==> config.mk <==
export PLATFORM = sky130hd
export DESIGN_NAME = sa_feed_sched_flat
export DESIGN_NICKNAME = d
export VERILOG_FILES = /design/src/rtl/sa_feed_sched_if.sv /design/src/rtl/sa_feed_sched.sv /design/src/flat_wrapper.sv
export SDC_FILE = /design/constraint.sdc
export NUM_CORES = 1
export LEC_CHECK = 0
export BUFFER_PORTS_ARGS = -buffer_cell sky130_fd_sc_hd__buf_2
export CAP_MARGIN = 20
export CORE_ASPECT_RATIO = 2
export CORE_UTILIZATION = 30
export DETAILED_ROUTE_END_ITERATION = 6
export MAX_ROUTING_LAYER = met4
export PLACE_DENSITY = 0.52
export SYNTH_ARGS = -nofsm -noshare
export SYNTH_HDL_FRONTEND = slang
export SYNTH_SLANG_ARGS = --single-unit
==> constraint.sdc <==
create_clock -name i_clk -period 2.8 [get_ports i_clk]
set_clock_uncertainty 0.15 [all_clocks]
set_input_delay 0.56 -clock i_clk [delete_from_list [all_inputs] [get_ports i_clk]]
set_output_delay 0.56 -clock i_clk [all_outputs]
set_load 0.02 [all_outputs]
==> src/rtl/sa_feed_sched_if.sv <==
// sa_feed_sched_if: host load/start handshake and array-edge feed bundle for sa_feed_sched
interface sa_feed_sched_if #(parameter int N = 3, parameter int DW = 8);
  logic          load_valid;
  logic          load_ready;
  logic [N*DW-1:0] a_row;
  logic [N*DW-1:0] b_row;
  logic          start;
  logic [N*DW-1:0] a_out;
  logic [N*DW-1:0] b_out;
  logic          feed_valid;
  logic          clr_acc;
  logic          busy;
  logic          done;
  modport master (
    output load_valid, a_row, b_row, start,
    input  load_ready, a_out, b_out, feed_valid, clr_acc, busy, done
  );
  modport slave (
    input  load_valid, a_row, b_row, start,
    output load_ready, a_out, b_out, feed_valid, clr_acc, busy, done
  );
endinterface

==> src/rtl/sa_feed_sched.sv <==
// sa_feed_sched: buffers one NxN A/B operand pair and feeds it diagonally skewed into a systolic array
module sa_feed_sched #(
  parameter int N         = 3,
  parameter int DW        = 8,
  parameter int DRAIN_CYC = N
) (
  input logic            i_clk,
  input logic            i_rst_n,
  sa_feed_sched_if.slave bus
);
  typedef enum logic [2:0] {IDLE, CLEAR, FEED, DRAIN, DONE} state_t;
  localparam int KW  = N > 1 ? $clog2(N) : 1;
  localparam int TW  = $clog2(2 * N);
  localparam int DCW = DRAIN_CYC > 1 ? $clog2(DRAIN_CYC) : 1;
  localparam logic [KW-1:0]  K_LAST = KW'(N - 1);
  localparam logic [TW-1:0]  T_LAST = TW'(2 * N - 2);
  localparam logic [DCW-1:0] D_LAST = DCW'(DRAIN_CYC - 1);
  state_t          state, state_n;
  logic [KW-1:0]   k, k_n;
  logic            loaded, loaded_n;
  logic [TW-1:0]   t, t_n;
  logic [DCW-1:0]  dc, dc_n;
  logic [DW-1:0]   a_buf [N][N];
  logic [DW-1:0]   b_buf [N][N];
  logic [N*DW-1:0] a_n, b_n;
  logic            accept;
  always_comb begin
    accept   = bus.load_valid && bus.load_ready;
    state_n  = state;
    k_n      = k;
    loaded_n = loaded;
    t_n      = t;
    dc_n     = dc;
    case (state)
      IDLE: begin
        if (accept) begin
          k_n      = (k == K_LAST) ? '0 : k + KW'(1);
          loaded_n = (k == K_LAST);
        end
        if (bus.start && loaded) state_n = CLEAR;
      end
      CLEAR: begin
        state_n = FEED;
        t_n     = '0;
      end
      FEED: begin
        if (t == T_LAST) begin
          state_n = (DRAIN_CYC == 0) ? DONE : DRAIN;
          dc_n    = '0;
        end else t_n = t + TW'(1);
      end
      DRAIN: begin
        if (dc == D_LAST) state_n = DONE;
        else dc_n = dc + DCW'(1);
      end
      DONE: begin
        state_n  = IDLE;
        loaded_n = 1'b0;
      end
      default: state_n = IDLE;
    endcase
    a_n = '0;
    b_n = '0;
    // Element (r,c) reaches the edge at step r+c: A on lane r, B on lane c.
    for (int r = 0; r < N; r++)
      for (int c = 0; c < N; c++)
        if (state_n == FEED && int'(t_n) == r + c) begin
          a_n[r*DW +: DW] = a_buf[r][c];
          b_n[c*DW +: DW] = b_buf[r][c];
        end
  end
  always_ff @(posedge i_clk or negedge i_rst_n) begin
    if (!i_rst_n) begin
      state          <= IDLE;
      k              <= '0;
      loaded         <= 1'b0;
      t              <= '0;
      dc             <= '0;
      for (int r = 0; r < N; r++)
        for (int c = 0; c < N; c++) begin
          a_buf[r][c] <= '0;
          b_buf[r][c] <= '0;
        end
      bus.load_ready <= 1'b1;
      bus.a_out      <= '0;
      bus.b_out      <= '0;
      bus.feed_valid <= 1'b0;
      bus.clr_acc    <= 1'b0;
      bus.busy       <= 1'b0;
      bus.done       <= 1'b0;
    end else begin
      state          <= state_n;
      k              <= k_n;
      loaded         <= loaded_n;
      t              <= t_n;
      dc             <= dc_n;
      for (int r = 0; r < N; r++)
        for (int c = 0; c < N; c++)
          if (accept && k == KW'(r)) begin
            a_buf[r][c] <= bus.a_row[c*DW +: DW];
            b_buf[r][c] <= bus.b_row[c*DW +: DW];
          end
      bus.load_ready <= state_n == IDLE && !loaded_n;
      bus.a_out      <= a_n;
      bus.b_out      <= b_n;
      bus.feed_valid <= state_n == FEED;
      bus.clr_acc    <= state_n == CLEAR;
      bus.busy       <= state_n inside {CLEAR, FEED, DRAIN};
      bus.done       <= state_n == DONE;
    end
  end
endmodule

==> src/flat_wrapper.sv <==
// flat-port wrapper written by rule: the top's interface ports become plain ports
module sa_feed_sched_flat 
#(
  parameter int N         = 3,
  parameter int DW        = 8,
  parameter int DRAIN_CYC = N
)
  (i_clk, i_rst_n, bus_load_valid, bus_a_row, bus_b_row, bus_start, bus_load_ready, bus_a_out, bus_b_out, bus_feed_valid, bus_clr_acc, bus_busy, bus_done);
  sa_feed_sched_if #(.N(N), .DW(DW)) bus_i ();
  input logic i_clk;
  input logic i_rst_n;
  input wire logic [$bits(bus_i.load_valid)-1:0] bus_load_valid;
  input wire logic [$bits(bus_i.a_row)-1:0] bus_a_row;
  input wire logic [$bits(bus_i.b_row)-1:0] bus_b_row;
  input wire logic [$bits(bus_i.start)-1:0] bus_start;
  output wire logic [$bits(bus_i.load_ready)-1:0] bus_load_ready;
  output wire logic [$bits(bus_i.a_out)-1:0] bus_a_out;
  output wire logic [$bits(bus_i.b_out)-1:0] bus_b_out;
  output wire logic [$bits(bus_i.feed_valid)-1:0] bus_feed_valid;
  output wire logic [$bits(bus_i.clr_acc)-1:0] bus_clr_acc;
  output wire logic [$bits(bus_i.busy)-1:0] bus_busy;
  output wire logic [$bits(bus_i.done)-1:0] bus_done;
  assign bus_i.load_valid = bus_load_valid;
  assign bus_i.a_row = bus_a_row;
  assign bus_i.b_row = bus_b_row;
  assign bus_i.start = bus_start;
  assign bus_load_ready = bus_i.load_ready;
  assign bus_a_out = bus_i.a_out;
  assign bus_b_out = bus_i.b_out;
  assign bus_feed_valid = bus_i.feed_valid;
  assign bus_clr_acc = bus_i.clr_acc;
  assign bus_busy = bus_i.busy;
  assign bus_done = bus_i.done;
  sa_feed_sched #(.N(N), .DW(DW), .DRAIN_CYC(DRAIN_CYC)) u_core (.i_clk(i_clk), .i_rst_n(i_rst_n), .bus(bus_i));
endmodule
Word-level counts from Yosys, hierarchy flattened
Index checks and enable logic that the tools add are counted.
W data, S select, Z words.
Cells by class
  $add $sub $neg: 3
  equal/unequal tests: 18
  muxes and demuxes: 30
  reductions and logical operators: 20
Operators by type and width (number)
  $mux W8: 18
  $eq A3 B3 Y1 const B: 6
  $eq A3 B2 Y1 const B: 5
  $mux W3: 4
  $pmux W3 S4: 1
  $logic_and A1 B1 Y1: 11
  $logic_not A3 Y1: 3
  $eq A3 B1 Y1 const B: 2
  $mux W2: 3
  $pmux W3 S2: 1
  $add A2 B1 Y2 const B: 2
  $eq A2 B2 Y1 const B: 2
  $pmux W2 S2: 1
  $add A3 B1 Y3 const B: 1
  $reduce_and A3 Y1: 1
  $reduce_bool A3 Y1: 1
  $eq A2 B1 Y1 const B: 1
  $logic_not A2 Y1: 1
  $ne A2 B1 Y1 const B: 1
  $ne A2 B2 Y1 const B: 1
  $pmux W1 S2: 1
  $reduce_and A2 Y1: 1
  $reduce_bool A2 Y1: 1
  $logic_not A1 Y1: 1
  $mux W1: 1
Word-level totals
  bits in registers: 208
  input bits: 52
  output and inout bits: 53
  word-level logic and storage cells: 101

Longest topological paths before layout
Gate-level depths: netlist of run 1.
  word-level depth: 8
  gate-level depth with buffers: 8
  depth with buffers taken out: 6

Least setup slack after synthesis of run 1
Ideal clock, no wire load.
  path type: reg-to-reg
  start: register u_core.t[0]
  end: register u_core.bus.b_out[11]
  setup time: 126 ps
  data arrival time: 2016 ps
  required time: 2524 ps
  setup slack: 508 ps
  cell stages (with the launch flop): 9
  buffers on the path: 2
  clock period less this slack: 2292 ps
  path through: dfrtp_1 -> inv_1 -> ha_1 -> nor2b_1 -> a221o_1 -> buf_6 -> o2111a_2 -> buf_6 -> a221o_1
On the way
  word-level cells in the longest chain between the ends: 8
  elaborated cells between the ends (all ways): 16
  those cells by class: 1 x add/sub; 5 x eq/ne; 7 x mux; 3 x reduce/logical
Ends and longest elaborated chain
  start: declaration: line sa_feed_sched.sv:21  | logic [TW-1:0] t, t_n;
  start signal: assignment: line sa_feed_sched.sv:95  | t <= t_n;
  $add A3 B1 Y3 or $eq A3 B3 Y1 (tied branches): line sa_feed_sched.sv:50, sa_feed_sched.sv:47
  $mux W3: line sa_feed_sched.sv:47  | if (t == T_LAST) begin
  $pmux W3 S2 or $pmux W3 S4 (tied branches): line sa_feed_sched.sv:34  | case (state)
  $eq A3 B2 Y1: line sa_feed_sched.sv:67  | if (state_n == FEED && int'(t_n) == r + c) begin
  $logic_and A1 B1 Y1: line sa_feed_sched.sv:67
  $mux W8 (2 in series): line sa_feed_sched.sv:67
  $mux W8 (*): line sa_feed_sched.sv:67
  named net u_core.b_n[11]: line sa_feed_sched.sv:25  | logic [N*DW-1:0] a_n, b_n;
  end signal: assignment: line sa_feed_sched.sv:105  | bus.b_out <= b_n;
  end: declaration: line sa_feed_sched_if.sv:20  | output load_ready, a_out, b_out, feed_valid, clr_acc, busy, done
The timed path passes the listed nets; every way through them passes the cells marked *.
A chain may end at the register's enable or synchronous reset.

Worst setup path after layout of run 1
  start: register u_core.t[0]
  end: register u_core.bus.a_out[11]
On the way
  word-level cells in the longest chain between the ends: 8
  elaborated cells between the ends (all ways): 16
  those cells by class: 1 x add/sub; 5 x eq/ne; 7 x mux; 3 x reduce/logical
Ends and longest elaborated chain
  $add A3 B1 Y3 or $eq A3 B3 Y1 (tied branches): line sa_feed_sched.sv:50, sa_feed_sched.sv:47
  $mux W3: line sa_feed_sched.sv:47
  $pmux W3 S2 or $pmux W3 S4 (tied branches): line sa_feed_sched.sv:34
  $eq A3 B2 Y1: line sa_feed_sched.sv:67
  $logic_and A1 B1 Y1: line sa_feed_sched.sv:67
  $mux W8 (2 in series): line sa_feed_sched.sv:67
  $mux W8 (*): line sa_feed_sched.sv:67
  named net u_core.a_n[11]: line sa_feed_sched.sv:25
  end signal: assignment: line sa_feed_sched.sv:104  | bus.a_out <= a_n;
  end: declaration: line sa_feed_sched_if.sv:20
Marked as above.

==> summary.md, run 1 <==
| Metric | Value |
|---|---|
| Outcome | `completed` |
| Fill cells | `2695` |
| Number of synthesized flops with an enable pin | `0` |
| Hold WS | `0.155 ns` |
| Multi-input combinational cell area | `a little under 3000 um^2` |
| Total chip power | `11.5 mW` |
| R2R cell count | `6` |
| VDD IR max | `0.000455 V` |
| Clock tree sinks | `208` |
| Layout cell share with drive strength beyond 1 | `approximately two fifths` |
| Post-route minimum period | `2.62 ns` |
| Final Slew Violations | `0` |
| Top post-synthesis cells by count | `dfrtp_1, mux2_2, inv_1, nor3_1, a221o_1` |
| Cells after DPL | `~1000` |
| Fin crit share | `between 90% and 100%` |
| Die ar. | `28900 um^2` |
| Worst rel slew slack | `approximately two fifths` |
| Vias per cell | `between 4 and 5` |
| H-tree level count | `1` |
| CTS tree | `built` |
| Post-CTS setup buffers | `0` |
| Clock buffer count from CTS | `20` |
| Clk_lat worst skew | `around 0.50 ns` |
| Iteration-0 DRC Markers | `roughly 160` |
| # port buffers | `~100` |
| Largest net degree at the start of global routing | `57` |
| Post-synth ARST share | `100%` |
| Final setup viols | `0` |
| Synth area leader | `dfrtp_1` |
| Syn avg cell area | `between 10 and 15 um^2` |
| Seq/Total Area, Yosys | `61.7%` |
| Synth top area share | `61.4%` |
| Synth unique cells | `41` |
| Final Cell Area | `slightly above 10000 um^2` |
| Routability cong. | `a little under 0.8` |
| Global route overflow | `0` |
| Max Cap Viol | `0` |
| Vias in the first global route | `about 5600` |
| Max Fclk | `~380 MHz` |
| Initial antenna violation count | `1` |
| Worst Tran Pin Value | `0.873 ns` |
| Cell Rows | `86` |
| Dpl cell area | `between 9000 and 10000 um^2` |
| FF+latch count, synth | `~210` |
| Grt met3 use | `around 2.2%` |
| Total GRT Usage | `approximately 15%` |
| Ratio of total power to cell area | `~1100 nW/um^2` |
| Detail Route Antenna Nets | `0` |
| Syn Nets | `about 660` |
| Dpl hpwl | `13500 um` |
| Main synth FF type | `dfrtp_1` |
| Met2 Use GR | `27.2%` |
| Die width | `approximately 120 um` |
| Vias | `~5300` |
| Pre-CTS worst setup slack | `0.198 ns` |
| Fin Setup TNS | `0 ns` |
| DR WL/cell | `~19 um` |
| GR peak layer | `met2` |
| Worst Hold Class | `in2reg` |
| Nets@finish | `between 700 and 800` |
| First-pass GRT wire length | `about 32000 um` |
| Area contributors post-synth | `dfrtp_1, mux2_2, a221o_1` |
| CTS root buf | `clkbuf_16` |
| Crit path arrival time | `approximately 2.8 ns` |
| Most numerous cell in the Yosys netlist | `dfrtp_1` |
| Register Area | `5210 um^2` |
| Met1 usage | `between 15 and 20%` |
| CTS clk-pin slew, worst paths | `0.06 ns` |
| Pleak | `~4.8 nW` |
| Core Util, Final | `36.7%` |
| DR DRC count | `0` |
| Post-Synthesis Cells | `between 600 and 700` |
| Synthesis-to-layout area growth | `20.3%` |
| CP Capture Type | `flop` |
| Initial Util | `30.5%` |
| Final WL | `between 20000 and 25000 um` |
| CP required | `3.02 ns` |
| Core Box Area | `roughly 28000 um^2` |
| Crit-path max FO | `32` |
| First drt pass iteration count | `4` |
| Final hold vios | `0` |
| Critical path class | `reg2reg` |
| Depth of the worst hold-timing path | `3` |
| Worst setup margin | `approximately 0.18 ns` |
| Non-Filler Instances | `around 1100` |
| Die Ht | `around 240 um` |
| Bufs on Longest Clock Path | `3` |
| I/O pin count | `about 110` |
| Mapped Area | `about 8400 um^2` |
| Ys Warns | `0` |
| Crit path launch type | `flop` |
| RSZ-0062 raised after global routing | `false` |
[metal layers]
| layer | part of all wire, % | wire length, um |
|---|---|---|
| met1 | 38 | 7770 |
| met2 | 55 | 11100 |
| met4 | 3.1 | 618 |
| met3 | 3.5 | 717 |
| met5 | 0 | 0 |
[report_power, final]
part	leakage [nW]	total (mW)	switching (mW)	internal (mW)
logic	1.84	3.88	2.06	1.81
registers	2.63	4.94	0.660	4.28
clock network	0.309	2.66	1.11	1.55
total	4.78	11.5	3.84	7.65
[path summary, 6_finish.rpt]
| path | startpoint | endpoint | slack [ns] |
|---|---|---|---|
| hold / removal | bus_b_row[19] | u_core.b_buf[51] | 0.16 |
| min in group asynchronous | i_rst_n | u_core.b_buf[42] | 0.44 |
| setup / recovery | u_core.t[0] | u_core.bus.a_out[11] | 0.18 |
| hold reg to reg | u_core.a_buf[63] | u_core.bus.a_out[7] | 0.32 |
| setup reg to reg | u_core.t[0] | u_core.bus.a_out[11] | 0.18 |
| max in group asynchronous | i_rst_n | u_core.bus.load_ready | 1.32 |
[final cells by class]
type	instances	area share, %
sequential	208	51.3
antenna	1	0.0246
tap	352	4.34
multi-input combinational	321	29.0
clock buffer	33	5.91
clock inverter	2	0.345
inverter	38	1.40
timing repair buffer	124	7.70
[critical path: stages, from the launching register on]
cell and delay (ns):
dfrtp_1 0.43, inv_1 0.09, ha_1 0.35, nor2b_1 0.15
a221o_2 0.44, o2111a_2 0.42, a221o_1 0.46
[cells by family (layout without fill, tap and decap cells)]
| family | after synthesis | in the layout | share of synthesized area [%] |
|---|---|---|---|
| buffers and inverters | 77 | 197 | 4.02 |
| multiplexers | 154 | 154 | 20.3 |
| flip-flops | 208 | 208 | 61.7 |
| XOR/XNOR | 1 | 1 | 0.104 |
| adder cells (fa/ha/maj) | 3 | 3 | 0.445 |
| AND/OR/NAND/NOR | 79 | 79 | 5.07 |
| AO/OA/AOI/OAI | 84 | 84 | 8.40 |
| other | 0 | 1 | 0 |
[state kept, by name, indices dropped and copies added, names as in the netlist]
name	flops
u_core.bus.clr_acc	1
u_core.t	3
u_core.a_buf	72
u_core.bus.busy	1
u_core.bus.b_out	24
u_core.bus.feed_valid	1
u_core.bus.a_out	24
u_core.k	2
u_core.b_buf	72
u_core.bus.done	1
u_core.state	3
u_core.loaded	1
u_core.dc	2
u_core.bus.load_ready	1
[cell usage in the layout, fill, tap and decap left out, types with 2 or more instances in the layout]
master,n
dfrtp_1,207
mux2i_1,17
a221o_1,32
mux2_2,137
o21ai_4,2
nand2_1,16
clkbuf_8,4
nor2_1,3
buf_2,103
and3b_1,2
buf_12,8
a21o_1,5
o2bb2ai_1,16
nor4b_1,2
buf_4,11
and3_1,2
o21ai_0,13
nand3_1,2
inv_1,38
a21oi_1,7
nor3_1,35
clkbuf_1,9
nor3b_1,2
nor2b_1,6
and2_1,2
ha_1,3
clkbuf_16,21
[timing repair]
item / 4_1_cts / 5_1_grt
hold buffers: 1 / 0
resized for setup: 0 / 0
endpoints found under the hold margin: 49 / 0
Note: power is estimated with default switching activity, not from simulation.
==> inputs of run 2 (changes only) <==
Clock period 2.8 ns to 3.2 ns, I/O delays scaled along.
==> summary.md, run 2 (synthesis gave the netlist of run 1 again) <==
| Metric | Value |
|---|---|
| Reg-to-reg startpoint | `u_core.t[0]` |
| I/O pin count | `between 100 and 150` |
| Clock Power Share | `a little under a quarter` |
| Reg-to-reg endpoint | `u_core.bus.b_out[9]` |
| Crit path arrival time | `2.99 ns` |
| Bufs on Longest Clock Path | `3` |
| Pleak | `approximately 4.7 nW` |
| Layout cell share with drive strength beyond 1 | `41.0%` |
| Switching Power | `3.32 mW` |
| Worst rel slew slack | `between 40% and 50%` |
| Die Ht | `~240 um` |
| Routability cong. | `between 0.7 and 0.8` |
| Cts hold-fix bufs | `0` |
| CP required | `between 3 and 4 ns` |
| Final hold vios | `1` |
| Ratio of total power to cell area | `about 990 nW/um^2` |
| Clock buffer count from CTS | `19` |
| # port buffers | `between 100 and 150` |
| Global route overflow | `0` |
| Multi-input combinational cell area | `between 2000 and 3000 um^2` |
| Cell Int Power | `6.62 mW` |
| Iteration-0 DRC Markers | `~180` |
| Switch share | `between 30 and 40%` |
| Detail Route Antenna Nets | `0` |
| Clk_lat worst skew | `roughly 0.5 ns` |
| Crit-path max FO | `32` |
| H-tree level count | `1` |
| Core Util, Final | `between 30% and 40%` |
| Max Cap Viol | `0` |
| Reg power frac | `43.7%` |
| Commonest non-fill, non-tap cell in the layout | `dfrtp_1` |
| Final Slew Violations | `0` |
| Failing checks | `hold timing` |
| Cell Rows | `86` |
| Vias | `approximately 5200` |
| Fin Setup TNS | `0 ns` |
| Max Fclk | `roughly 360 MHz` |
| CTS tree | `built` |
| Combinational Power Share | `between 30% and 40%` |
| Core Box Area | `around 28000 um^2` |
| Outcome | `complete, but fails checks` |
| First-pass GRT wire length | `roughly 32000 um` |
| Die ar. | `28900 um^2` |
| Total GRT Usage | `15.0%` |
| Vias per cell | `between 4 and 5` |
| Die width | `121 um` |
| Post-CTS setup buffers | `0` |
| Largest net degree at the start of global routing | `75` |
| Critical path class | `reg2reg` |
| R2R cell count | `6` |
| Most frequent cells in the layout | `dfrtp_1, mux2_2, buf_2` |
| Top flop regs | `u_core.a_buf (72), u_core.b_buf (72)` |
| Fin crit share | `about 86%` |
| Worst Tran Pin Value | `~0.85 ns` |
| Crit path launch type | `flop` |
| PostCTS Resize Cnt | `0` |
| Worst Hold Class | `in2async` |
| First drt pass iteration count | `4` |
| Post-route minimum period | `about 2.8 ns` |
| Vias in the first global route | `around 5600` |
| Nets@finish | `between 700 and 800` |
| Register Area | `5210 um^2` |
| Fill cells | `2714` |
| Hold WS | `-0.00191 ns` |
| Dpl hpwl | `13100 um` |
| CTS clk-pin slew, worst paths | `roughly 0.070 ns` |
| R2R Setup Slk | `roughly 0.44 ns` |
| DR DRC count | `0` |
| Final setup viols | `0` |
| Initial Util | `30.5%` |
| RSZ-0062 raised after global routing | `false` |
| Clock tree sinks | `approximately 210` |
| CTS root buf | `clkbuf_16` |
| CP Capture Type | `flop` |
| Synthesis-to-layout area growth | `19.2%` |
| Final WL | `around 20000 um` |
| DR WL/cell | `between 15 and 20 um` |
| Initial antenna violation count | `1` |
| VDD IR max | `between 0.0004 and 0.0005 V` |
run 2: changes by cell type in the layout (fill, tap and decap cells not counted), sizes merged:
| cell | change |
|---|---|
| clkinv | -1 |
| clkbuf | -4 |
| dlygate4sd3 | -1 |
| buf | -7 |
| bufinv | +1 |
| inv | +1 |
run 2: worst max-delay path, stage by stage, from the launching register on:
cell and delay, ns:
dfrtp_1 0.42, inv_1 0.09, ha_1 0.35, nor2b_1 0.15, a221o_2 0.55, o2111a_2 0.46, a221o_1 0.46
run 2: routing by layer:
layer | wire length (um) | global-route usage, % | part of all wire, % | up-vias
li1 | - | - | - | 2363
met1 | 7640 | 16.1 | 38 | 2691
met2 | 11300 | 27.8 | 56 | 79
met3 | 649 | 2.05 | 3.2 | 32
met4 | 540 | 5.54 | 2.7 | 0
met5 | 0 | - | 0 | -
run 2: how the worst max path moves through the flow:
stage                start                   end  slack (ns)  depth (start not counted)
2_1_floorplan  u_core.t[0]  u_core.bus.b_out[11]        0.91                          8
3_3_place_gp   u_core.t[0]  u_core.bus.a_out[13]        0.48                          6
3_5_place_dp   u_core.t[0]  u_core.bus.b_out[14]        0.44                          6
4_1_cts        u_core.t[0]  u_core.bus.a_out[15]        0.43                          6
5_1_grt        u_core.t[0]   u_core.bus.b_out[9]        0.33                          6
6_report       u_core.t[0]   u_core.bus.b_out[9]        0.44                          6
run 2: per-stage QoR:
step	cells	hold slack [ns]	setup slack, ns	area (um^2)	total power, mW
detailed placement	1035	0.318	0.437	9430	7.72
finish	1068	-0.00191	0.440	10100	9.94
global route	1068	0.0526	0.329	10100	10.6
floorplan	606	0.194	0.908	8440	6.62
global placement	1035	0.294	0.478	9430	7.64
CTS	1067	0.0303	0.426	10100	10.1
run 2: power by group through the flow:
stage / sequential, mW / combinational, mW / clock, mW
after floorplan: 4.38 / 2.25 / 0
after global placement: 4.37 / 3.27 / 0
after detailed placement: 4.39 / 3.33 / 0
after CTS: 4.34 / 3.34 / 2.42
after global routing: 4.48 / 3.61 / 2.51
final: 4.34 / 3.26 / 2.34
run 2: final cells by class:
type                       instances  area share [%]
multi-input combinational        321            29.3
clock buffer                      29            5.60
timing repair buffer             116            6.90
tap                              352            4.38
clock inverter                     3           0.684
inverter                          38            1.42
sequential                       208            51.7
antenna                            1          0.0249
==> inputs of run 3 (changes only) <==
Settings changed: CELL_PAD_IN_SITES_DETAIL_PLACEMENT set to 2, CELL_PAD_IN_SITES_GLOBAL_PLACEMENT set to 2, PLACE_DENSITY 0.52 to 0.67.
==> summary.md, run 3 (synthesis gave the netlist of run 1 again) <==
| Metric | Value |
|---|---|
| Crit path launch type | `flop` |
| Max Cap Viol | `0` |
| CTS tree | `built` |
| Dpl cell area | `9440 um^2` |
| Fin Setup TNS | `0 ns` |
| Top flop regs | `u_core.a_buf (72), u_core.b_buf (72)` |
| R2R cell count | `7` |
| # port buffers | `approximately 100` |
| Crit-path max FO | `32` |
| VDD IR max | `~0.00045 V` |
| Ratio of total power to cell area | `a little over 1000 nW/um^2` |
| Die ar. | `~29000 um^2` |
| Vias | `around 5400` |
| Fin crit share | `between 80% and 90%` |
| Worst rel slew slack | `47.2%` |
| Cells after DPL | `between 1000 and 1500` |
| PostCTS Resize Cnt | `0` |
| Final WL | `roughly 23000 um` |
| Routability cong. | `roughly 0.75` |
| Final setup viols | `0` |
| R2R Setup Slk | `a little under 0.5 ns` |
| Critical path class | `reg2reg` |
| Critical-path cell with the highest stage delay | `a2111oi_1` |
| Diodes inserted | `0` |
| Bufs on Longest Clock Path | `3` |
| Cell Rows | `86` |
| Crit path arrival time | `approximately 3 ns` |
| Detail Route Antenna Nets | `0` |
| Final Slew Violations | `0` |
| Initial antenna violation count | `0` |
| First-pass GRT wire length | `about 37000 um` |
| Iteration-0 DRC Markers | `between 150 and 200` |
| Clock buffer count from CTS | `20` |
| Worst Tran Pin Value | `between 0.7 and 0.8 ns` |
| H-tree level count | `1` |
| DR DRC count | `0` |
| Vias in the first global route | `between 6000 and 7000` |
| CP required | `3.49 ns` |
| Depth of the worst hold-timing path | `3` |
| RSZ-0062 raised after global routing | `false` |
| Clk_lat worst skew | `slightly above 0.5 ns` |
| First drt pass iteration count | `4` |
| Post-route minimum period | `about 2.7 ns` |
| DR WL/cell | `21.7 um` |
| CP Capture Type | `flop` |
| Max Fclk | `around 370 MHz` |
| Layout cell share with drive strength beyond 1 | `between 40% and 50%` |
| Dpl hpwl | `between 15000 and 20000 um` |
| Worst-path cell chain | `inv_1, ha_1, a2111oi_1, a22oi_1, a211oi_4, buf_12, a221o_1` |
| Worst path bufs/invs | `2` |
| Core Box Area | `around 28000 um^2` |
| Worst Hold Class | `in2reg` |
| I/O pin count | `around 110` |
| Most frequent cells in the layout | `dfrtp_1, mux2_2, buf_2` |
| Non-Filler Instances | `approximately 1100` |
| Final Cell Area | `roughly 10000 um^2` |
| Vias per cell | `~5.0` |
| Worst path depth | `7` |
| CTS clk-pin slew, worst paths | `~0.070 ns` |
| Largest net degree at the start of global routing | `76` |
| Crit path max-delay family | `compound AO/OA/AOI/OAI gates` |
| Pleak | `4.76 nW` |
| Die Ht | `239 um` |
| Nets@finish | `around 770` |
| Commonest non-fill, non-tap cell in the layout | `dfrtp_1` |
| Cts hold-fix bufs | `1` |
| Total GRT Usage | `roughly 17%` |
| Global route overflow | `0` |
| Die width | `121 um` |
| Post-CTS setup buffers | `0` |
| Initial Util | `a little over 30%` |
| Final hold vios | `0` |
| Clock tree sinks | `208` |
| Synthesis-to-layout area growth | `19.5%` |
| Outcome | `completed` |
| CTS root buf | `clkbuf_16` |
| Slowest stage delay, CP | `between 0.5 and 0.6 ns` |
run 3: cell types whose count changed in the layout (fill, tap and decap cells not counted), sizes merged:
cell,delta
clkbuf,-1
bufinv,-1
dlygate4sd3,+1
buf,+4
diode,-1
clkinv,+5
run 3: final timing paths:
kind,startpoint,end
min in group asynchronous,i_rst_n,u_core.bus.b_out[3]
max in group asynchronous,i_rst_n,u_core.b_buf[49]
worst min register to register,u_core.loaded,u_core.bus.load_ready
worst max register to register,u_core.t[0],u_core.bus.b_out[10]
worst max-delay path,u_core.t[0],u_core.bus.b_out[10]
worst min-delay path,bus_b_row[16],u_core.b_buf[48]
run 3: worst reg2reg max path: cells and delay by family (launching register included):
family                   cells  cell delay (ns)
AO/OA/AOI/OAI                4             1.39
adder cells (fa/ha/maj)      1             0.28
buffers and inverters        2             0.37
flip-flops                   1             0.46
run 3: area by class of cell:
class	count	area [um^2]
fill	2825	17600
clock inverter	7	77.6
inverter	38	143
sequential	208	5210
multi-input combinational	321	2940
clock buffer	28	561
timing repair buffer	121	722
tap	352	440
run 3: metrics by stage:
step                      hold WS (ns)  total power [mW]  setup slack, ns  utilization (%)
after floorplan                  0.194              6.62            0.908                -
after global placement           0.305              7.63            0.662             34.1
after detailed placement         0.321              7.96            0.517             34.1
after CTS                        0.202              10.4            0.486             36.5
after global routing             0.219              10.8            0.385             36.5
final                            0.218              10.2            0.485             36.5
run 3: power breakdown:
group	total (mW)	switching (mW)	internal [mW]
registers	4.41	0.665	3.75
clock network	2.36	1.04	1.32
logic	3.44	1.90	1.54
run 3: layer usage:
metal	share of wire, %	global-route usage [%]	vias up	routed length [um]
met5	0	-	-	0
met1	35	16.9	2862	8180
li1	-	-	2369	-
met2	58	33.5	102	13500
met3	3.1	2.07	45	715
met4	3.9	8.19	0	918
